### src/rtl/instability_detect.sv
// Sweeps a reference-current setting upward and watches the measured quality for a sharp drop.
// When it sees one, it backs off to the last stable setting and stays there until reset.
module instability_detect #(
  parameter int WIDTH      = 10,
  parameter int DELTA      = 50,
  parameter int IREF_DELTA = 10
) (
  input  logic             clk,
  input  logic             rst,
  input  logic             ready,
  input  logic             enable,
  input  logic [WIDTH-1:0] q_measured,
  output logic [WIDTH-1:0] i_ref_setup
);

  typedef enum logic [2:0] {IDLE, SAMPLE, COMPARE, FOUND, DONE} state_t;

  localparam logic [WIDTH:0]   STEP_W  = (WIDTH+1)'(IREF_DELTA);
  localparam logic [WIDTH:0]   DELTA_W = (WIDTH+1)'(DELTA);
  localparam logic [WIDTH:0]   MAX_W   = {1'b0, {WIDTH{1'b1}}};
  localparam logic [WIDTH-1:0] STEP_N  = WIDTH'(IREF_DELTA);

  state_t           state;
  logic             found;
  logic             first;
  logic [WIDTH-1:0] curr_q;
  logic [WIDTH-1:0] last_q;

  logic [WIDTH:0]   next_ref;
  logic             overflow;
  logic             dropped;
  logic [WIDTH-1:0] drop;
  logic             unstable;
  logic [WIDTH-1:0] back_ref;

  // The step is computed one bit wider so a sweep past full scale is caught.
  always_comb begin
    next_ref = {1'b0, i_ref_setup} + STEP_W;
    overflow = next_ref > MAX_W;
  end

  // Subtraction is only taken when last_q > curr_q, so it cannot wrap.
  always_comb begin
    dropped  = last_q > curr_q;
    drop     = dropped ? (last_q - curr_q) : '0;
    unstable = !first && dropped && ({1'b0, drop} > DELTA_W);
    back_ref = ({1'b0, i_ref_setup} >= STEP_W) ? (i_ref_setup - STEP_N) : '0;
  end

  always_ff @(posedge clk or posedge rst) begin
    if (rst) begin
      state       <= IDLE;
      i_ref_setup <= '0;
      curr_q      <= '0;
      last_q      <= '0;
      found       <= 1'b0;
      first       <= 1'b1;
    end else begin
      case (state)
        IDLE: if (enable) state <= SAMPLE;
        SAMPLE: begin
          if (enable && ready) begin
            last_q <= curr_q;
            curr_q <= q_measured;
            state  <= COMPARE;
          end
        end
        COMPARE: begin
          if (enable) begin
            if (!found && unstable) begin
              found       <= 1'b1;
              i_ref_setup <= back_ref;
              state       <= FOUND;
            end else if (overflow) begin
              state <= DONE;
            end else begin
              i_ref_setup <= next_ref[WIDTH-1:0];
              first       <= 1'b0;
              state       <= SAMPLE;
            end
          end
        end
        FOUND:   state <= FOUND;
        DONE:    state <= DONE;
        default: state <= IDLE;
      endcase
    end
  end

endmodule

### config.mk
export PLATFORM = sky130hd
export DESIGN_NAME = instability_detect
export DESIGN_NICKNAME = d
export VERILOG_FILES = /design/src/rtl/instability_detect.sv
export SDC_FILE = /design/constraint.sdc
export NUM_CORES = 1
export LEC_CHECK = 0
export ABC_AREA = 1
export ABC_CLOCK_PERIOD_IN_PS = 6500
export CAP_MARGIN = 20
export CORE_ASPECT_RATIO = 1.2
export CORE_MARGIN = 1.5
export CORE_UTILIZATION = 35
export CTS_CLUSTER_DIAMETER = 30
export DETAILED_ROUTE_END_ITERATION = 8
export HOLD_SLACK_MARGIN = 0.08
export SYNTH_ARGS = -nofsm -noshare
export SYNTH_HDL_FRONTEND = slang
export SYNTH_SLANG_ARGS = --single-unit
### constraint.sdc
create_clock -name clk -period 6.5 [get_ports clk]
set_clock_uncertainty 0.05 [all_clocks]
set_input_delay 1.625 -clock clk [delete_from_list [all_inputs] [get_ports clk]]
set_output_delay 1.625 -clock clk [all_outputs]
set_load 0.01 [all_outputs]
* Yosys cells after proc, flatten, opt, wreduce, memory -nomap -nowiden *
Cells that the tools add are included.

word-level totals
  register bits after elaboration = 35
  input port bits = 14
  output and inout bits = 10
  word-level logic and storage cells = 45

cells by class
  add/sub/neg operators = 3
  order comparisons = 4
  equal/unequal tests = 8
  mux-type cells = 10
  bitwise logic cells = 2
  reduce and logical (&&, ||, !) cells = 12

operator list
  kind                     count
  $mux W10                 4
  $mux W3                  5
  $pmux W3 S5              1
  $add A10 B4 Y11 const B  1
  $gt A11 B10 Y1 const B   1
  $ge A10 B4 Y1 const B    1
  $gt A10 B10 Y1           1
  $gt A10 B6 Y1 const B    1
  $sub A10 B10 Y10         1
  $sub A10 B4 Y10 const B  1
  $reduce_and A3 Y1        3
  $eq A3 B2 Y1 const B     2
  $ne A2 B2 Y1 const B     3
  $logic_and A1 B1 Y1      4
  $reduce_and A4 Y1        1
  $eq A3 B1 Y1 const B     1
  $eq A3 B3 Y1 const B     1
  $logic_not A3 Y1         1
  $logic_not A1 Y1         2
  $ne A2 B1 Y1 const B     1
  $not A1 Y1               2
  $reduce_and A2 Y1        1

* Depth between registers and ports, before layout *
Gate-level depths: netlist (run 1).

  depth in word-level cells = 8
  gate-level depth with buffers = 20
  gate-level depth less buffers = 19

* Worst setup path before layout (run 1) *
Ideal clock, no wire load.

  path type = input-to-reg
  start = input ready
  end = register state[0]
  library setup time = 65 ps
  arrival = 2290 ps
  data required time = 6385 ps
  path slack = 4095 ps
  stages = 6
  path buffers = 0
  cell sequence = nand2_1 > a221oi_1 > o21ai_0 > inv_1 > nand2_1 > nand2_1

between the ends
  word-level cells in the longest chain between the ends = 3

RTL lines
  what                         line  RTL
  start: declaration           10    input logic ready,
  $logic_and A1 B1 Y1          62    if (enable && ready) begin
  $ne A2 B2 Y1 (no line)       n/a
  $reduce_and A3 Y1 (no line)  n/a
  end signal: assignment       60    IDLE: if (enable) state <= SAMPLE;
  end signal: assignment       65    state <= COMPARE;
  end signal: assignment       73    state <= FOUND;
  end: declaration             23    state_t state;

Every way passes these cells.
A chain may end at the register's enable or synchronous reset.

* Worst setup path after layout (run 1) *
  start = register i_ref_setup[6]
  end = output i_ref_setup[6]

RTL lines
  what                      line  RTL
  start: declaration        13    output logic [WIDTH-1:0] i_ref_setup
  start signal: assignment  72    i_ref_setup <= back_ref;
  start signal: assignment  77    i_ref_setup <= next_ref[WIDTH-1:0];

No word-level cell between the ends.

==> qor.yml, run 1 <==
global_route:
  met1_usage_pct: 18.3
  grt_use_met2_pct: 27.6
  grt_pass1_wl_um: 9380
  grt_pass1_vias: 2173
  grt_overflow_total: 0
  grt_antenna_before_repair: 0
  top_usage_layer: "met2"
  grt_max_degree: 41
  grtUsageTotal_pct: 15.5
  grt_use_met3_pct: 2.63
worst_setup_path:
  arrival_ns: 1.42
  startpoint_type: "flip-flop"
  crit_buf_inv: 1
  endpoint_kind: "output pin"
  cpMaxStageDelayCell: "clkdlybuf4s50_1"
  cp_max_fo: 8
  cpLargestDelayFamily: "buffers and inverters"
  crit_type: "reg -> out"
  crit_chain: "clkdlybuf4s50_1"
  slowest_delay_ns: 0.60
  cp.required_ns: 4.83
outcome:
  status: "finished, final reports clean"
clocking:
  post-cts-setup-buffer-count: 0
  cts.sinks: 34
  cts_root_buf: "clkbuf_8"
  cts_tree: "built"
  hold_buffers: 0
  clkTransAtPathRegs_ns: 0.07
  htreeDepth: 2
  cts_resized: 0
  clk_path_buf_depth: 2
  cts_buffers: 5
  insertion_delay_ns: 0.29
placement:
  port_buffers: 22
  gp_congestion: 0.801
  dpl_cell_area_um2: 2820
  detailed_place_hpwl_um: 4060
die:
  start_util_pct: 36.7
  die_x_um: 80.9
  core_area_um2: 6940
  die_h_um: 96.5
  rows: 33
  num_io_pins: 24
  fp.dieArea_um2: 7800
logic_synthesis:
  syn_nets: 396
  netlist_instances: 369
  postSynthAreaPerCell_um2: 6.90
  syn_area_um2: 2550
  synthDistinctLibCells: 36
  yosysSeqAreaShare_pct: 33.4
  yosys_warnings: 0
  ys_ff_latch: 34
min_path:
  hold_class: "reg -> reg"
layout:
  antenna_cells: 0
  drive_above_1_share_pct: 10.8
  areaGrowthSynthToFinish_pct: 14.4
  layout.nets: 415
  final_area_um2: 2920
  nFillCells: 729
job:
  max_cap_viol_count: 0
sta:
  fmax_ghz: 0.323
  fin_crit_ns: 3.10
  setup_viol: 0
  setup_tns_ns: 0
  hold_viol: 0
  max-slew-margin-rel_pct: 63.3
  rsz0062_at_grt: "no"
  worst_pin_slew_ns: 0.548
  drv_slew: 0
  layout_worst_path_cycle_share_pct: 47.6
detailed_routing:
  first_iter_violations: 98
  post-route-drc-count: 0
  ant_nets: 0
  drt_wl_total_um: 5340
  wl_per_cell_um: 11.2
  first_pass_iters: 5
  vias: 2254
  via_per_inst: 4.74
pwr:
  p_total_uw: 387
  powerDensity_nw_per_um2: 133
  power_leakage_nw: 1.66
  vdd_drop_max_mv: 0.0615
==> layer usage <==
layer | vias up | routed length [um]
met2 | 28 | 2710
met3 | 10 | 142
met1 | 1039 | 2380
met4 | 0 | 108
li1 | 1177 | -
met5 | - | 0
==> cell usage after synthesis, drive strengths merged <==
| cell type | count | share of area [%] |
|---|---|---|
| a21oi | 16 | 3.1 |
| a221oi | 1 | 0.34 |
| a31oi | 1 | 0.25 |
| buf | 5 | 1.5 |
| clkbuf | 7 | 1.1 |
| conb | 1 | 0.15 |
| dfrtp | 33 | 32 |
| dfstp | 1 | 1.0 |
| fa | 1 | 0.79 |
| ha | 12 | 5.9 |
| inv | 59 | 8.7 |
| nand2 | 120 | 20 |
| nand3 | 37 | 8.3 |
| nand3b | 3 | 0.88 |
| nand4 | 3 | 0.74 |
| nor2 | 30 | 4.8 |
| nor3 | 8 | 2.2 |
| o21ai | 17 | 3.5 |
| or2 | 3 | 0.84 |
| xnor2 | 4 | 1.4 |
| xor2 | 7 | 2.4 |
==> kinds of logic (layout without fill, tap and decap cells) <==
group	count (synthesis)	count (layout)	synth area share [%]
buffers and inverters	71	91	11.3
AO/OA/AOI/OAI	35	35	7.22
flip-flops	34	34	33.4
XOR/XNOR	11	11	3.78
adder cells (fa/ha/maj)	13	13	6.68
other	1	1	0.147
AND/OR/NAND/NOR	204	204	37.4
==> state kept, by name, summed over array words and instances, names as in the netlist <==
signal,flops
last_q,10
state,3
i_ref_setup,9
found,1
curr_q,10
first,1
==> power by group <==
part / total, mW / internal (mW) / switching (mW)
Combinational: 0.0133 / 0.00733 / 0.00600
Clock: 0.162 / 0.0854 / 0.0771
Sequential: 0.212 / 0.212 / 0
==> per-stage QoR <==
| stage | hold slack [ns] | util, % | worst slack (ns) | instances |
|---|---|---|---|---|
| after floorplan | 0.391 | - | 4.08 | 369 |
| after global placement | 0.403 | 40.7 | 3.44 | 468 |
| after detailed placement | 0.411 | 40.7 | 3.41 | 468 |
| after CTS | 0.422 | 42.0 | 3.39 | 476 |
| after global routing | 0.458 | 42.0 | 3.35 | 476 |
| final | 0.416 | 42.0 | 3.40 | 476 |
==> layout by cell type, fill, tap and decap left out, drive strengths merged <==
master / Yosys / final
a21oi: 16 / 16
a221oi: 1 / 1
a31oi: 1 / 1
buf: 5 / 2
clkbuf: 7 / 7
clkdlybuf4s50: 0 / 22
clkinv: 0 / 1
conb: 1 / 1
dfrtp: 33 / 33
dfstp: 1 / 1
fa: 1 / 1
ha: 12 / 12
inv: 59 / 59
nand2: 120 / 120
nand3: 37 / 37
nand3b: 3 / 3
nand4: 3 / 3
nor2: 30 / 30
nor3: 8 / 8
o21ai: 17 / 17
or2: 3 / 3
xnor2: 4 / 4
xor2: 7 / 7
==> final cells by class <==
type                    count  area [um^2]  share of cell area (%)
repair buffers             24          235                    8.07
clock inverters             1         5.00                   0.172
clock buffers               7         86.3                    2.96
well taps                  87          109                    3.73
multi-input cells         264         1410                    48.2
inverters                  59          221                    7.60
flip-flops and latches     34          852                    29.2
==> path summary, 6_finish.rpt <==
path,from,end,slack [ns],cells after the start
max reg2reg,curr_q[0],i_ref_setup[5],3.77,15
max in group asynchronous,rst,first,4.39,3
min,first,first,0.42,2
max,i_ref_setup[6],i_ref_setup[6],3.40,1
min in group asynchronous,rst,i_ref_setup[1],1.68,3
min reg2reg,first,first,0.42,2
(Power assumes the default switching activity.)
==> run 2: changes to the inputs <==
--- a/config.mk
+++ b/config.mk
@@ -6,7 +6,7 @@
 export NUM_CORES = 1
 export LEC_CHECK = 0
 export ABC_AREA = 1
-export ABC_CLOCK_PERIOD_IN_PS = 6500
+export ABC_CLOCK_PERIOD_IN_PS = 2600
 export CAP_MARGIN = 20
 export CORE_ASPECT_RATIO = 1.2
 export CORE_MARGIN = 1.5
==> constraint.sdc (replaced) <==
create_clock -name clk -period 2.6 [get_ports clk]
set_clock_uncertainty 0.05 [all_clocks]
set_input_delay 0.65 -clock clk [delete_from_list [all_inputs] [get_ports clk]]
set_output_delay 0.65 -clock clk [all_outputs]
set_load 0.01 [all_outputs]
==> run 2 against run 1 <==
Register-to-register slack worse by 3.5 ns; non-clock buffer count rose by 4; count of clock-buffer cells in the layout is 1 higher; die area unchanged; via count up 0.13%; routed wire length decreased by 1.3%; core utilization rose by 0.63 points; flip-flop and latch count stayed put; global-route usage fell by 0.17 points; clock power grew 130%; worst setup slack got worse by 3.1 ns.
==> qor.yml, run 2 (synthesis gave the netlist of run 1 again) <==
outcome:
  status: "finished, final reports clean"  # unchanged
placement:
  port_buffers: 22  # unchanged
  dpl_cell_area_um2: 2840  # was 2820 um^2
  gp_congestion: 0.840  # was 0.801
  dp_cells: 470  # was 468
  detailed_place_hpwl_um: 4050  # was 4060 um
worst_setup_path:
  crit_type: "reg -> reg"  # was reg -> out
  crit_chain: "inv_1, ha_1, inv_1, fa_1, nand2_1, nand2_2, nand3_2, nand2_2, nand2_1, nand2_1, nand2_2, inv_1, nand2_2, nand3_4, buf_4, nand3_1, nand2_1, nand2_1, nand2_1"  # was clkdlybuf4s50_1
  cp.required_ns: 2.72  # was 4.83 ns
  slowest_delay_ns: 0.41  # was 0.60 ns
  cpMaxStageDelayCell: "fa_1"  # was clkdlybuf4s50_1
  startpoint_type: "flip-flop"  # unchanged
  endpoint_kind: "flip-flop"  # was output pin
  cp_max_fo: 4  # was 8
  crit_buf_inv: 4  # was 1
  crit_cells: 19  # was 1
  cp_common_cell: "nand2_1"
  arrival_ns: 2.46  # was 1.42 ns
  rr_worst_depth: 19  # was 15
  cpLargestDelayFamily: "simple AND/OR/NAND/NOR gates"  # was buffers and inverters
layout:
  drive_above_1_share_pct: 11.2  # was 10.8%
  reg.largest.list: "curr_q x10, last_q x10, i_ref_setup x9"  # unchanged
  areaGrowthSynthToFinish_pct: 16.2  # was 14.4%
  layout.nets: 419  # was 415
  layout_common_cells: "101 x nand2_1, 57 x inv_1, 33 x nand3_1, 33 x dfrtp_1, 28 x nor2_1"  # unchanged
  antenna_cells: 0  # unchanged
  layout.cells.non_filler: 480  # was 476
  final_area_um2: 2960  # was 2920 um^2
  nFillCells: 739  # was 729
  mostFrequentLayoutCell: "nand2_1"  # unchanged
pwr:
  power_leakage_nw: 1.69  # was 1.66 nW
  clock_power_share_pct: 40.0  # was 41.9%
  p_sw_share_pct: 21.3  # was 21.4%
  vdd_drop_max_mv: 0.198  # was 0.0615 mV
  internal_power_uw: 737  # was 304 uW
  powerDensity_nw_per_um2: 317  # was 133 nW/um^2
  switchingPower_uw: 200  # was 83.1 uW
  p_comb_share_pct: 3.5  # was 3.4%
  seq_power_share_pct: 56.4  # was 54.6%
detailed_routing:
  post-route-drc-count: 0  # unchanged
  vias: 2257  # was 2254
  first_iter_violations: 117  # was 98
  drt_wl_total_um: 5270  # was 5340 um
  wl_per_cell_um: 11.0  # was 11.2 um
  first_pass_iters: 4  # was 5
  via_per_inst: 4.70  # was 4.74
  ant_nets: 0  # unchanged
clocking:
  clk_path_buf_depth: 2  # unchanged
  cts_tree: "built"  # unchanged
  htreeDepth: 2  # unchanged
  insertion_delay_ns: 0.28  # was 0.29 ns
  cts_root_buf: "clkbuf_8"  # unchanged
  cts.sinks: 34  # unchanged
  cts_buffers: 5  # unchanged
  clkTransAtPathRegs_ns: 0.07  # about the same
die:
  num_io_pins: 24  # unchanged
  die_x_um: 80.9  # unchanged
  core_area_um2: 6940  # unchanged
  start_util_pct: 36.7  # unchanged
  die_h_um: 96.5  # unchanged
  rows: 33  # unchanged
  fp.dieArea_um2: 7800  # unchanged
job:
  max_cap_viol_count: 0  # unchanged
sta:
  drv_slew: 0  # unchanged
  max-slew-margin-rel_pct: 63.8  # was 63.3%
  fin_crit_ns: 2.34
  worst_pin_slew_ns: 0.537  # was 0.548 ns
  layout_worst_path_cycle_share_pct: 90.1
  rsz0062_at_grt: "no"  # unchanged
  fmax_ghz: 0.427
  setup_viol: 0  # unchanged
  setup_tns_ns: 0  # unchanged
  hold_viol: 0  # unchanged
min_path:
  hold_depth: 2  # unchanged
  hold_class: "reg -> reg"  # unchanged
global_route:
  grt_overflow_total: 0  # unchanged
  grt_antenna_before_repair: 0  # unchanged
  grt_pass1_vias: 2120  # was 2173
  grt_max_degree: 41  # unchanged
  grt_pass1_wl_um: 9370  # was 9380 um
  grtUsageTotal_pct: 15.3  # was 15.5%
==> run 2: through the flow <==
stage / util [%] / total power, mW / hold slack, ns / setup slack [ns]
after floorplan: - / 0.549 / 0.391 / 0.446
after global placement: 40.9 / 0.573 / 0.405 / 0.199
after detailed placement: 40.9 / 0.573 / 0.405 / 0.124
after CTS: 42.1 / 0.953 / 0.415 / 0.0991
after global routing: 42.7 / 0.970 / 0.429 / 0.0199
final: 42.7 / 0.937 / 0.412 / 0.257
==> run 2: final cells by class <==
| type | instances | area (um^2) | area share [%] |
|---|---|---|---|
| tap | 87 | 109 | 3.68 |
| multi-input combinational | 264 | 1420 | 47.9 |
| clock buffer | 8 | 80.1 | 2.71 |
| inverter | 59 | 221 | 7.48 |
| sequential | 34 | 852 | 28.8 |
| timing repair buffer | 28 | 278 | 9.39 |
==> run 2: repair_timing <==
| item | CTS | global route |
|---|---|---|
| resized for setup | 0 | 2 |
| hold buffers | 0 | 0 |
| setup buffers | 0 | 2 |
| endpoints found under the setup margin | 0 | 11 |
==> run 2: metal layers <==
metal	wire [um]	track usage (%)	up-vias
met5	0	0	-
met3	145	2.35	8
li1	-	-	1190
met2	2720	28.1	30
met4	102	6.03	0
met1	2310	17.8	1029
==> run 2: worst min-delay path, delay by kind of cell, from the launching register on <==
| kind | cells | cell delay, ns |
|---|---|---|
| AO/OA/AOI/OAI | 1 | 0.03 |
| flip-flops | 1 | 0.38 |
| buffers and inverters | 1 | 0.05 |
==> run 2: power by group through the flow <==
stage               Combinational [mW]  Sequential (mW)  Clock [mW]
finish                          0.0331            0.529       0.375
floorplan                       0.0105            0.539           0
CTS                             0.0346            0.529       0.390
detailed placement              0.0345            0.539           0
global route                    0.0375            0.528       0.404
global placement                0.0342            0.539           0
==> run 2: final timing paths <==
check                           slack, ns  startpoint       end
worst max-delay path                 0.26   last_q[0]  state[1]
worst min-delay path                 0.41       first     first
worst max register to register       0.26   last_q[0]  state[1]
worst min register to register       0.41       first     first
max in group asynchronous            1.45         rst     first
min in group asynchronous            0.71         rst  state[0]
==> run 3: changes to the inputs <==
--- a/config.mk
+++ b/config.mk
@@ -13,6 +13,7 @@
 export CORE_UTILIZATION = 35
 export CTS_CLUSTER_DIAMETER = 30
 export DETAILED_ROUTE_END_ITERATION = 8
+export DONT_BUFFER_PORTS = 1
 export HOLD_SLACK_MARGIN = 0.08
 export SYNTH_ARGS = -nofsm -noshare
 export SYNTH_HDL_FRONTEND = slang
==> run 3 against run 2 <==
Maximum frequency shrank 2.2%; combinational power shrank 60%; sequential power is essentially flat; via count shrank 3.5%; critical path depth shrank 1; non-clock buffer count shrank 21; register-to-register slack lost 0.05 ns; critical endpoint is now i_ref_setup[6]; cell count shrank 4.4%.
==> qor.yml, run 3 (synthesis gave the netlist of run 1 again) <==
outcome:
  status: "finished, final reports clean"  # unchanged
placement:
  gp_congestion: 0.856  # was 0.840
  port_buffers: 0  # was 22
  dp_cells: 447  # was 470
  detailed_place_hpwl_um: 4080  # was 4050 um
layout:
  drive_above_1_share_pct: 12.4  # was 11.2%
  antenna_cells: 0  # unchanged
  layout.cells.non_filler: 459  # was 480
  areaGrowthSynthToFinish_pct: 8.20  # was 16.2%
  mostFrequentLayoutCell: "nand2_1"  # unchanged
  reg.largest.list: "curr_q x10, last_q x10, i_ref_setup x9"  # unchanged
  layout.nets: 398  # was 419
  nFillCells: 725  # was 739
  layout_common_cells: "101 x nand2_1, 57 x inv_1, 33 x nand3_1, 33 x dfrtp_1, 28 x nor2_1"  # unchanged
detailed_routing:
  drt_wl_total_um: 5330  # was 5270 um
  first_iter_violations: 101  # was 117
  vias: 2178  # was 2257
  via_per_inst: 4.75  # was 4.70
  first_pass_iters: 4  # unchanged
  wl_per_cell_um: 11.6  # was 11.0 um
  ant_nets: 0  # unchanged
  post-route-drc-count: 0  # unchanged
global_route:
  grt_antenna_before_repair: 0  # unchanged
  top_usage_layer: "met2"  # unchanged
  grt_use_met3_pct: 2.72  # was 2.35%
  grtUsageTotal_pct: 15.6  # was 15.3%
  met1_usage_pct: 17.8  # about the same
  grt_pass1_wl_um: 9490  # was 9370 um
  grt_pass1_vias: 2120  # unchanged
  grt_max_degree: 41  # unchanged
  grt_use_met2_pct: 28.6  # was 28.1%
  grt_overflow_total: 0  # unchanged
clocking:
  clk_path_buf_depth: 2  # unchanged
  cts_root_buf: "clkbuf_8"  # unchanged
  cts.sinks: 34  # unchanged
  insertion_delay_ns: 0.28  # about the same
  clkTransAtPathRegs_ns: 0.07  # about the same
  htreeDepth: 2  # unchanged
  cts_buffers: 5  # unchanged
  cts_tree: "built"  # unchanged
die:
  fp.dieArea_um2: 7800  # unchanged
  num_io_pins: 24  # unchanged
  rows: 33  # unchanged
  die_h_um: 96.5  # unchanged
  die_x_um: 80.9  # unchanged
  core_area_um2: 6940  # unchanged
  start_util_pct: 36.7  # unchanged
sta:
  hold_slack_ns: 0.305  # was 0.412 ns
  rsz0062_at_grt: "no"  # unchanged
  fmax_ghz: 0.417  # was 0.427 GHz
  drv_slew: 0  # unchanged
  setup_tns_ns: 0  # unchanged
  layout_worst_path_cycle_share_pct: 92.1  # was 90.1%
  hold_viol: 0  # unchanged
  fin_crit_ns: 2.40  # was 2.34 ns
  setup_viol: 0  # unchanged
worst_setup_path:
  crit_end: "i_ref_setup[6]"  # was state[1]
  endpoint_kind: "flip-flop"  # unchanged
  cp.required_ns: 2.72  # about the same
  arrival_ns: 2.51  # was 2.46 ns
  r2r_end: "i_ref_setup[6]"  # was state[1]
  crit_type: "reg -> reg"  # unchanged
  cp_max_fo: 9  # was 4
  crit_path_start: "last_q[0]"  # unchanged
  startpoint_type: "flip-flop"  # unchanged
  rr_worst_depth: 18  # was 19
  r2r_slack_ns: 0.20  # was 0.26 ns
  reg2reg_from: "last_q[0]"  # unchanged
pwr:
  vdd_drop_max_mv: 0.181  # was 0.198 mV
  internal_power_uw: 746  # was 737 uW
  p_total_uw: 947  # was 937 uW
  powerDensity_nw_per_um2: 344  # was 317 nW/um^2
  seq_power_share_pct: 55.8  # was 56.4%
  p_comb_share_pct: 1.4  # was 3.5%
  clock_power_share_pct: 42.8  # was 40.0%
  p_sw_share_pct: 21.2  # was 21.3%
  switchingPower_uw: 201  # was 200 uW
  power_leakage_nw: 1.61  # was 1.69 nW
job:
  max_cap_viol_count: 0  # unchanged
min_path:
  hold_class: "in -> async"  # was reg -> reg
-- run 3: layout make-up --
| class | count | area, um^2 | area share (%) |
|---|---|---|---|
| Clock buffer | 8 | 90.1 | 3.27 |
| Inverter | 59 | 221 | 8.03 |
| Multi-Input combinational cell | 264 | 1420 | 51.5 |
| Sequential cell | 34 | 852 | 30.9 |
| Tap cell | 87 | 109 | 3.95 |
| Timing Repair Buffer | 7 | 65.1 | 2.36 |
-- run 3: stage by stage --
stage	utilization, %	cell area (um^2)	worst slack [ns]
6_report	39.7	2760	0.204
4_1_cts	38.9	2700	0.0687
3_3_place_gp	37.6	2610	0.166
2_1_floorplan	-	2550	0.446
5_1_grt	39.7	2760	0.00806
3_5_place_dp	37.6	2610	0.0888
-- run 3: timing repair --
item	in CTS	in global routing
buffers inserted	0	4
resized for setup	0	2
endpoints found under the setup margin	0	11
endpoints found under the hold margin	0	0
hold buffers	0	0
-- run 3: worst min-delay path by stage --
stage,startpoint,endpoint,cells after the start
5_1_grt,rst,state[2],2
4_1_cts,rst,curr_q[2],2
3_3_place_gp,first,first,2
3_5_place_dp,first,first,2
2_1_floorplan,first,first,2
6_report,rst,curr_q[0],2
-- run 3: power groups by stage --
stage	registers [mW]	logic [mW]	clock network, mW
final	0.529	0.0133	0.405
after global routing	0.528	0.0163	0.443
after floorplan	0.539	0.0105	0
after detailed placement	0.539	0.0147	0
after CTS	0.529	0.0144	0.422
after global placement	0.539	0.0142	0
-- run 3: metal layers --
layer / share of wire [%] / wire length (um)
met1: 42 / 2240
met2: 53 / 2830
met3: 2.4 / 128
met4: 2.4 / 127
met5: 0 / 0
-- run 3: worst max-delay path, cell delays in order (launching register included) --
cell,delay [ns]
dfrtp_1,0.38
inv_1,0.05
ha_1,0.12
inv_1,0.06
fa_1,0.41
nand2_1,0.09
nand2_2,0.08
nand3_2,0.08
nand2_2,0.05
nand2_1,0.05
nand2_1,0.06
nand2_2,0.09
inv_1,0.05
nand2_2,0.08
nand3_4,0.13
nand3_4,0.14
nand2_2,0.13
nand2_1,0.11
nand2_1,0.05
